--- src/rtl/branch_pkg.sv ---
// Shared definitions for the branch resolve unit: branch-kind encoding and PC step.
package branch_pkg;

  typedef enum logic [2:0] {
    BEQ  = 3'b000,
    BNE  = 3'b001,
    BLT  = 3'b100,
    BGE  = 3'b101,
    BLTU = 3'b110,
    BGEU = 3'b111
  } funct3_e;

  localparam int unsigned PC_INC = 4;

endpackage

--- src/rtl/comparator_eq.sv ---
// Equality comparator used for the BEQ/BNE conditions.
module comparator_eq #(
  parameter int N = 32
) (
  input  logic [N-1:0] a,
  input  logic [N-1:0] b,
  output logic         eq
);

  assign eq = (a == b);

endmodule

--- src/rtl/branch_resolve_unit.sv ---
// Resolves a conditional branch into direction, next PC and mispredict flag behind one
// ready/valid result register. Optional counters are enabled with BRANCH_RESOLVE_STATS_EN.
module branch_resolve_unit
  import branch_pkg::*;
#(
  parameter int N = 32
) (
  input  logic         clk,
  input  logic         rst,
  input  logic         in_valid,
  output logic         in_ready,
  input  logic [2:0]   funct3,
  input  logic [N-1:0] rs1,
  input  logic [N-1:0] rs2,
  input  logic [N-1:0] pc,
  input  logic [N-1:0] imm,
  input  logic         pred_taken,
  input  logic         flush,
  output logic         out_valid,
  input  logic         out_ready,
  output logic         taken,
  output logic [N-1:0] target,
  output logic         mispredict,
`ifdef BRANCH_RESOLVE_STATS_EN
  output logic [31:0]  branch_count,
  output logic [31:0]  mispredict_count,
`endif
  output logic         illegal
);

  logic         validQ;
  logic         takenQ;
  logic         mispredictQ;
  logic         illegalQ;
  logic [N-1:0] targetQ;

  logic         eq;
  logic         ltSigned;
  logic         ltUnsigned;
  logic         takenD;
  logic         illegalD;
  logic         mispredictD;
  logic [N-1:0] targetD;
  logic         capture;
  logic         outHandshake;

  comparator_eq #(.N(N)) uEq (
    .a  (rs1),
    .b  (rs2),
    .eq (eq)
  );

  assign in_ready     = (!validQ || out_ready) && !flush;
  assign capture      = in_valid && in_ready;
  assign outHandshake = validQ && out_ready;

  assign ltSigned   = $signed(rs1) < $signed(rs2);
  assign ltUnsigned = rs1 < rs2;

  always_comb begin
    takenD   = 1'b0;
    illegalD = 1'b0;
    case (funct3)
      BEQ:     takenD = eq;
      BNE:     takenD = !eq;
      BLT:     takenD = ltSigned;
      BGE:     takenD = !ltSigned;
      BLTU:    takenD = ltUnsigned;
      BGEU:    takenD = !ltUnsigned;
      default: illegalD = 1'b1;
    endcase
    // Illegal kinds never take, so this also yields pred_taken for them.
    mispredictD = takenD ^ pred_taken;
    targetD     = takenD ? (pc + imm) : (pc + N'(PC_INC));
  end

  always_ff @(posedge clk) begin
    if (rst) begin
      validQ      <= 1'b0;
      takenQ      <= 1'b0;
      mispredictQ <= 1'b0;
      illegalQ    <= 1'b0;
      targetQ     <= '0;
    end else if (flush) begin
      validQ <= 1'b0;
    end else if (capture) begin
      validQ      <= 1'b1;
      takenQ      <= takenD;
      mispredictQ <= mispredictD;
      illegalQ    <= illegalD;
      targetQ     <= targetD;
    end else if (outHandshake) begin
      validQ <= 1'b0;
    end
  end

  assign out_valid  = validQ;
  assign taken      = takenQ;
  assign target     = targetQ;
  assign mispredict = mispredictQ;
  assign illegal    = illegalQ;

`ifdef BRANCH_RESOLVE_STATS_EN
  logic [31:0] branchCountQ;
  logic [31:0] mispredictCountQ;

  // A result delivered in a flush cycle still counts; reset clears the totals.
  always_ff @(posedge clk) begin
    if (rst) begin
      branchCountQ     <= '0;
      mispredictCountQ <= '0;
    end else if (outHandshake) begin
      if (branchCountQ != 32'hFFFF_FFFF) begin
        branchCountQ <= branchCountQ + 32'd1;
      end
      if (mispredictQ && (mispredictCountQ != 32'hFFFF_FFFF)) begin
        mispredictCountQ <= mispredictCountQ + 32'd1;
      end
    end
  end

  assign branch_count     = branchCountQ;
  assign mispredict_count = mispredictCountQ;
`endif

endmodule

--- config.mk ---
export PLATFORM = sky130hd
export DESIGN_NAME = branch_resolve_unit
export DESIGN_NICKNAME = d
export VERILOG_FILES = /design/src/rtl/branch_pkg.sv /design/src/rtl/comparator_eq.sv /design/src/rtl/branch_resolve_unit.sv
export SDC_FILE = /design/constraint.sdc
export NUM_CORES = 1
export LEC_CHECK = 0
export ABC_AREA = 1
export CAP_MARGIN = 20
export CORE_UTILIZATION = 33
export CTS_CLUSTER_SIZE = 8
export DETAILED_ROUTE_END_ITERATION = 12
export GPL_TIMING_DRIVEN = 0
export PLACE_DENSITY_LB_ADDON = 0.3
export SLEW_MARGIN = 10
export SYNTH_ARGS = -nofsm -noshare
export SYNTH_HDL_FRONTEND = slang
export SYNTH_SLANG_ARGS = --single-unit
--- constraint.sdc ---
create_clock -name clk -period 2.15 [get_ports clk]
set_clock_uncertainty 0.15 [all_clocks]
set_input_delay 0.215 -clock clk [delete_from_list [all_inputs] [get_ports clk]]
set_output_delay 0.215 -clock clk [all_outputs]
set_load 0.05 [all_outputs]
==> results.md, run 1 <==
* Synth Instances at 871
* Clock root buffer: clkbuf_16
* Sequential group share of total power at 18.8%
* I/O pin count at 174
* Ys Warns at 0
* Drt pass-1 iters at 9
* WP data arrival at 2.27 ns
* Sequential share of the synthesized area at 13.6%
* Setup TNS at -2.13 ns
* I/O Buffers at 173
* Post-layout util at 58.9%
* Final setup margin at -0.0897 ns
* Slowest-stage cell, CP: ha_4
* Status: finished, violations left
* Fillers at 1407
* Global-route wire length before repair at 31.8 mm
* CTS buffer count at 5
* CP endpoint kind: register
* Fin. max-slew vios at 0
* Routed via count at 6762
* CTS tree: built
* Post-Place Worst Slack at -0.980 ns
* Placed inst area at 7340 sq um
* Peak supply drop at 0.000265 V
* Initial DRC Count at 455
* Fin crit share at 104%
* Comb pwr share at 60.6%
* Net Sw Frac at 42.3%
* Startpoint of the worst hold path: target[6]
* # clock sinks at 36
* P_int at 2.28 mW
* Share of cells above drive strength 1 at 39.2%
* Net Count, Synth at 1073
* Number of global-route vias before repair at 6369
* DRC errors left at 1
* Minimum clock period at 2.24 ns
* GR Overflow Total at 0
* Power, Total at 3.95 mW
* Synth Flop Type: dfxtp_1
* DRT antenna net count at 0
* Pwr dens at 424 nW/um^2
* Synth Cell Area at 5320 sq um
* Max_slew headroom at 56.9%
* Syn Area/Cell at 6.10 sq um
* CP cell instances: clkdlybuf4s15_1, ha_4, nand4_1, nor2_4, nand2_2, nand2_2, o21ai_2, inv_1, nand2_2, nor2_4, nand3_4, buf_8, buf_6, nand2_2, nand3_2, nand2_1, inv_1
* Die footprint at 16600 sq um
* Critical path fanouts, max at 6
* Die height at 129 um
* Crit path buf inv count at 5
* Critical Path Start: rs1[16]
* Maxcap violations at 0
* Switching pwr at 1.67 mW
* Layout area overhead at 75.5%
* Per-cell routed wire length at 16.3 um
* Worst-Margin Slew at 0.646 ns
* Startpoint types: input port
* Core Area at 15800 sq um
* Final hold violations at 0
* Clock Tree Buf Depth at 2
* Lkg Pwr at 4.23 nW
* Yosys reg bits at 36
* Crit-path most repeated cell: nand2_2
* H-tree levels at 2
* RSZ-0062 raised after global routing: yes
* Nets@finish at 1298
* CP Data Required Time at 2.18 ns
* # diodes at 0
* Min-delay worst type: reg2reg
* Gr usage total at 24.5%
* Die X-Extent at 129 um
* Largest stage delay on the critical path at 0.29 ns
* Hold_ws at 0.314 ns
* Clock Latency Late Sink at 0.28 ns
* Routed wire length at 21.4 mm
* Critical path's top delay family: simple AND/OR/NAND/NOR gates
* CP Class: in2reg
* Max Fclk at 0.446 GHz
* DP Cell Count at 1260
* Vias/cell at 5.15
* Hpwl dp at 15.9 mm
* Asr flop ratio synth at 0%
* Initial core utilization at 33.6%
* Number of antenna violations at the first check in global routing at 0
* FP Rows at 46
* Final Non-Filler Cells at 1313
* EDFF count, synth at 0
* Worst r2r src: out_valid
* Clk pwr share at 20.5%
* Setup Viol. Count Final at 33
* Post-Layout Inst Area at 9330 sq um
* Largest net degree at the start of global routing at 12
* Clk slew on worst S/H paths at 0.05 ns
* Distinct cells, synth at 35
* Gpl congestion at 0.953
* Failing checks: design-rule violations, negative setup slack
## area by class of cell
| type | instances | area (sq um) | area share (%) |
|---|---|---|---|
| inverters | 130 | 490 | 5.26 |
| clock inverters | 2 | 35.0 | 0.375 |
| well taps | 216 | 270 | 2.90 |
| flip-flops and latches | 36 | 721 | 7.72 |
| plain buffers | 23 | 178 | 1.90 |
| repair buffers | 218 | 1860 | 20.0 |
| multi-input cells | 682 | 5650 | 60.5 |
| clock buffers | 6 | 129 | 1.38 |
## placed cells by master, fill, tap and decap left out, types with 16 or more instances in the layout
cell type,synthesis,layout
o21ai_0,33,16
buf_2,4,27
inv_2,0,32
ha_4,0,59
dlygate4sd2_1,0,32
xor2_1,37,33
buf_6,4,18
nand3_1,58,23
dfxtp_1,36,36
nand3_2,2,33
clkbuf_2,0,32
nand4_1,42,42
buf_4,4,38
o21a_1,20,20
nand2_4,0,16
a21oi_2,0,32
nor2_1,66,41
a21oi_1,69,32
clkdlybuf4s50_1,0,52
nand2_2,0,55
nand2_1,214,143
inv_1,130,97
## state kept, by name (all words and copies together), names as in the netlist
signal	count
mispredict	1
out_valid	1
taken	1
illegal	1
target	32
## tightest hold or removal path, stage by stage, from the launching register on
cell,delay (ns)
dfxtp_1,0.30
nand2_1,0.06
a21oi_1,0.05
## final timing paths
| check | endpoint | cells past startpoint | slack, ns |
|---|---|---|---|
| setup reg to reg | target[16] | 7 | 0.35 |
| setup / recovery | target[13] | 17 | -0.09 |
| hold / removal | target[6] | 2 | 0.31 |
| hold reg to reg | target[6] | 2 | 0.31 |
## power by group through the flow
stage | sequential [mW] | combinational [mW] | clock, mW
floorplan | 0.926 | 0.864 | 0
global placement | 0.757 | 1.70 | 0
detailed placement | 0.759 | 1.71 | 0
CTS | 0.744 | 2.11 | 0.823
global route | 0.750 | 2.57 | 0.856
finish | 0.744 | 2.40 | 0.812
## metal layers
layer | track usage (%) | wire (um) | share of wire [%] | vias to the layer above
li1 | - | - | - | 3348
met1 | 32.3 | 9220 | 43 | 3126
met2 | 43.8 | 10400 | 49 | 258
met3 | 1.91 | 1340 | 6.2 | 30
met4 | 4.15 | 393 | 1.8 | 0
met5 | 0 | 0 | 0 | -
## what timing repair did
item,in CTS,in global routing
hold buffers,0,0
resized for setup,463,198
setup endpoints to repair,34,35
buffers inserted,30,11
pin swaps,124,105
cloned,4,0
## cell families (layout without fill, tap and decap cells)
| kind of cell | after synthesis | count (layout) | synth area share (%) |
|---|---|---|---|
| buffers and inverters | 153 | 379 | 11.7 |
| DFF | 36 | 36 | 13.6 |
| adders and majority gates | 65 | 65 | 15.4 |
| and+or+nand+nor | 415 | 415 | 34.4 |
| xor gates and xnor gates | 51 | 51 | 8.40 |
| AOI/OAI and AO/OA | 151 | 151 | 16.4 |
## synth_stat cells (14+ instances only)
cell type,count,area (sq um)
nand2_1,214,803
inv_1,130,488
a21oi_1,69,345
nor2_1,66,248
ha_1,64,801
nand3_1,58,290
nand4_1,42,263
xor2_1,37,324
dfxtp_1,36,721
o21ai_0,33,165
o21a_1,20,150
nor3_1,17,85.1
xnor2_1,14,123
(Power assumes the default switching activity.)
==> run 2, diff against run 1 <==
--- a/config.mk
+++ b/config.mk
@@ -11,8 +11,10 @@
 export CTS_CLUSTER_SIZE = 8
 export DETAILED_ROUTE_END_ITERATION = 12
 export GPL_TIMING_DRIVEN = 0
+export MAX_ROUTING_LAYER = met4
 export PLACE_DENSITY_LB_ADDON = 0.3
 export SLEW_MARGIN = 10
 export SYNTH_ARGS = -nofsm -noshare
 export SYNTH_HDL_FRONTEND = slang
 export SYNTH_SLANG_ARGS = --single-unit
+export TNS_END_PERCENT = 5
==> run 2 against run 1 <==
- the run ends with negative setup slack left
- maximum frequency shrank 0.25%
- critical endpoint is now target[8]
- critical path type unchanged
- global-route usage grew 1.1 points
- total power shrank 5.7%
- register-to-register slack lost 0.13 ns
- clock-buffer cell count is the same
- hold slack lost 0.0021 ns
- via count shrank 1.4%
- combinational power shrank 7%
- sequential share of layout area grew 0.37 points
==> results.md, run 2 (synthesis gave the netlist of run 1 again) <==
* Routed wire length at 20.9 mm (-2.3%)
* Lkg Pwr at 3.98 nW (-5.8%)
* Post-Layout Inst Area at 8900 sq um (-4.6%)
* FP Rows at 46 (unchanged)
* Hpwl dp at 15.9 mm (about the same)
* Clock Tree Buf Depth at 2 (unchanged)
* Clk pwr share at 20.0% (-0.5 points)
* I/O pin count at 174 (unchanged)
* Clock root buffer: clkbuf_16
* DRT antenna net count at 0 (unchanged)
* Pwr dens at 419 nW/um^2 (-1.2%)
* Die footprint at 16600 sq um (unchanged)
* I/O Buffers at 173 (unchanged)
* Failing checks: negative setup slack
* Nets@finish at 1287 (-0.85%)
* Drt pass-1 iters at 5 (-4)
* Post-Place Worst Slack at -1.04 ns (-0.0598 ns)
* GR Overflow Total at 0 (unchanged)
* Sequential group share of total power at 20.0% (+1.2 points)
* Comb pwr share at 60.1% (-0.5 points)
* Max Fclk at 0.445 GHz (-0.25%)
* Hold_ws at 0.312 ns (-0.00210 ns)
* Post-layout util at 56.2% (-2.7 points)
* Clk slew on worst S/H paths at 0.06 ns (about the same)
* Slowest-stage cell, CP: ha_4
* H-tree levels at 2 (unchanged)
* Gr usage total at 25.5% (+1.1 points)
* Die X-Extent at 129 um (unchanged)
* Per-cell routed wire length at 16.0 um (-1.5%)
* Net Sw Frac at 42.6% (+0.35 points)
* FF/Latch Area at 721 sq um (unchanged)
* RSZ-0062 raised after global routing: yes
* Power, Total at 3.73 mW (-5.7%)
* Most common cell after layout, fill and taps aside: nand2_1
* Fillers at 1492 (+6.0%)
* Wire length on met1 at 8.69 mm (-5.8%)
* P_int at 2.14 mW (-6.3%)
* # diodes at 0 (unchanged)
* Min-delay worst type: reg2reg
* Final Non-Filler Cells at 1302 (-0.84%)
* Status: finished, violations left
* Initial DRC Count at 450 (-1.1%)
* Area of the multi-input gates at 5270 sq um (-6.6%)
* Share of cells above drive strength 1 at 30.6% (-8.6 points)
* DRC errors left at 0 (-1)
* Met2 WL post-DR at 10.2 mm (-2.4%)
* Critical path's top delay family: simple AND/OR/NAND/NOR gates
* Critical path fanouts, max at 5 (-1)
* CTS buffer count at 5 (unchanged)
* Largest net degree at the start of global routing at 13 (+1)
* Setup Viol. Count Final at 32 (-3.0%)
* CTS tree: built
* DP Cell Count at 1260 (unchanged)
* Most frequent cells in the layout: 171 x nand2_1, 100 x inv_1, 65 x clkdlybuf4s50_1
* Die height at 129 um (unchanged)
* Setup TNS at -1.81 ns (+0.324 ns)
* CP Data Required Time at 2.18 ns (about the same)
* Crit-path most repeated cell: nand2_2
* Global-route wire length before repair at 32.3 mm (+1.5%)
* CP endpoint kind: register
* # clock sinks at 36 (unchanged)
* Final hold violations at 0 (unchanged)
* Gpl congestion at 0.968 (+1.6%)
* Core Area at 15800 sq um (unchanged)
* Placed inst area at 7330 sq um (about the same)
* Worst-Margin Slew at 0.544 ns (-0.102 ns)
* WP data arrival at 2.28 ns (about the same)
* Largest stage delay on the critical path at 0.25 ns (-0.04 ns)
* Number of global-route vias before repair at 6687 (+5.0%)
* Number of antenna violations at the first check in global routing at 0 (unchanged)
* Max_slew headroom at 63.6% (+6.7 points)
* Routed via count at 6664 (-1.4%)
* WL met3 at 1.42 mm (+6.1%)
* Layout area overhead at 67.5%
* Initial core utilization at 33.6% (unchanged)
* CP Class: in2reg
* Uppermost layer routed: met4
* Crit path buf inv count at 6 (+1)
* Minimum clock period at 2.25 ns (+0.00560 ns)
* Clock Latency Late Sink at 0.28 ns (about the same)
* Peak supply drop at 0.000308 V (+16%)
* Switching pwr at 1.59 mW (-4.9%)
* Final setup margin at -0.0953 ns (-0.00560 ns)
* CP cell instances: clkdlybuf4s15_1, inv_2, ha_4, nand2_2, nor2_4, nand2_2, nor2_4, nand2_2, nand2_2, o21ai_2, inv_1, nand2_2, nor2_4, nand3_4, buf_8, buf_8, nand2_1, nand3_1, nand2_1, inv_1
* Fin. max-slew vios at 0 (unchanged)
* Maxcap violations at 0 (unchanged)
* Startpoint types: input port
* Max reg flops at 32 (unchanged)
* Fin crit share at 104% (+0.26 points)
* Vias/cell at 5.12 (-0.62%)
-- run 2: metal layers --
metal  vias up  track usage [%]
met4         0             8.51
met5         -                -
li1       3320                -
met2       281             44.4
met3        46             2.66
met1      3017             30.7
-- run 2: power by group through the flow --
stage               clock, mW  sequential [mW]  combinational, mW
global route            0.789            0.750               2.41
finish                  0.744            0.744               2.24
floorplan                   0            0.926              0.862
global placement            0            0.759               1.70
detailed placement          0            0.758               1.71
CTS                     0.758            0.744               2.08
-- run 2: final cells by class --
| type | instances | share of cell area [%] |
|---|---|---|
| buffer | 22 | 1.91 |
| tap | 216 | 3.04 |
| multi-input combinational | 682 | 59.2 |
| timing repair buffer | 208 | 20.5 |
| clock buffer | 6 | 1.56 |
| clock inverter | 2 | 0.155 |
| sequential | 36 | 8.10 |
| inverter | 130 | 5.51 |
-- run 2: worst paths after layout --
path | start | end | slack, ns | depth (start not counted)
worst max-delay path | rs2[28] | target[8] | -0.1 | 20
worst min-delay path | target[7] | target[7] | 0.31 | 2
worst max register to register | out_valid | mispredict | 0.22 | 8
worst min register to register | target[7] | target[7] | 0.31 | 2
-- run 2: worst min-delay path, stage by stage (launching register included) --
cell and delay (ns):
dfxtp_1 0.30, nand2_1 0.06, a21oi_1 0.05
-- run 2: what timing repair did --
| item | 4_1_cts | 5_1_grt |
|---|---|---|
| resized for setup | 461 | 86 |
| endpoints found under the setup margin | 35 | 35 |
| buffers inserted | 30 | 3 |
| cloned | 3 | 0 |
| hold buffers | 0 | 0 |
| pin swaps | 137 | 47 |
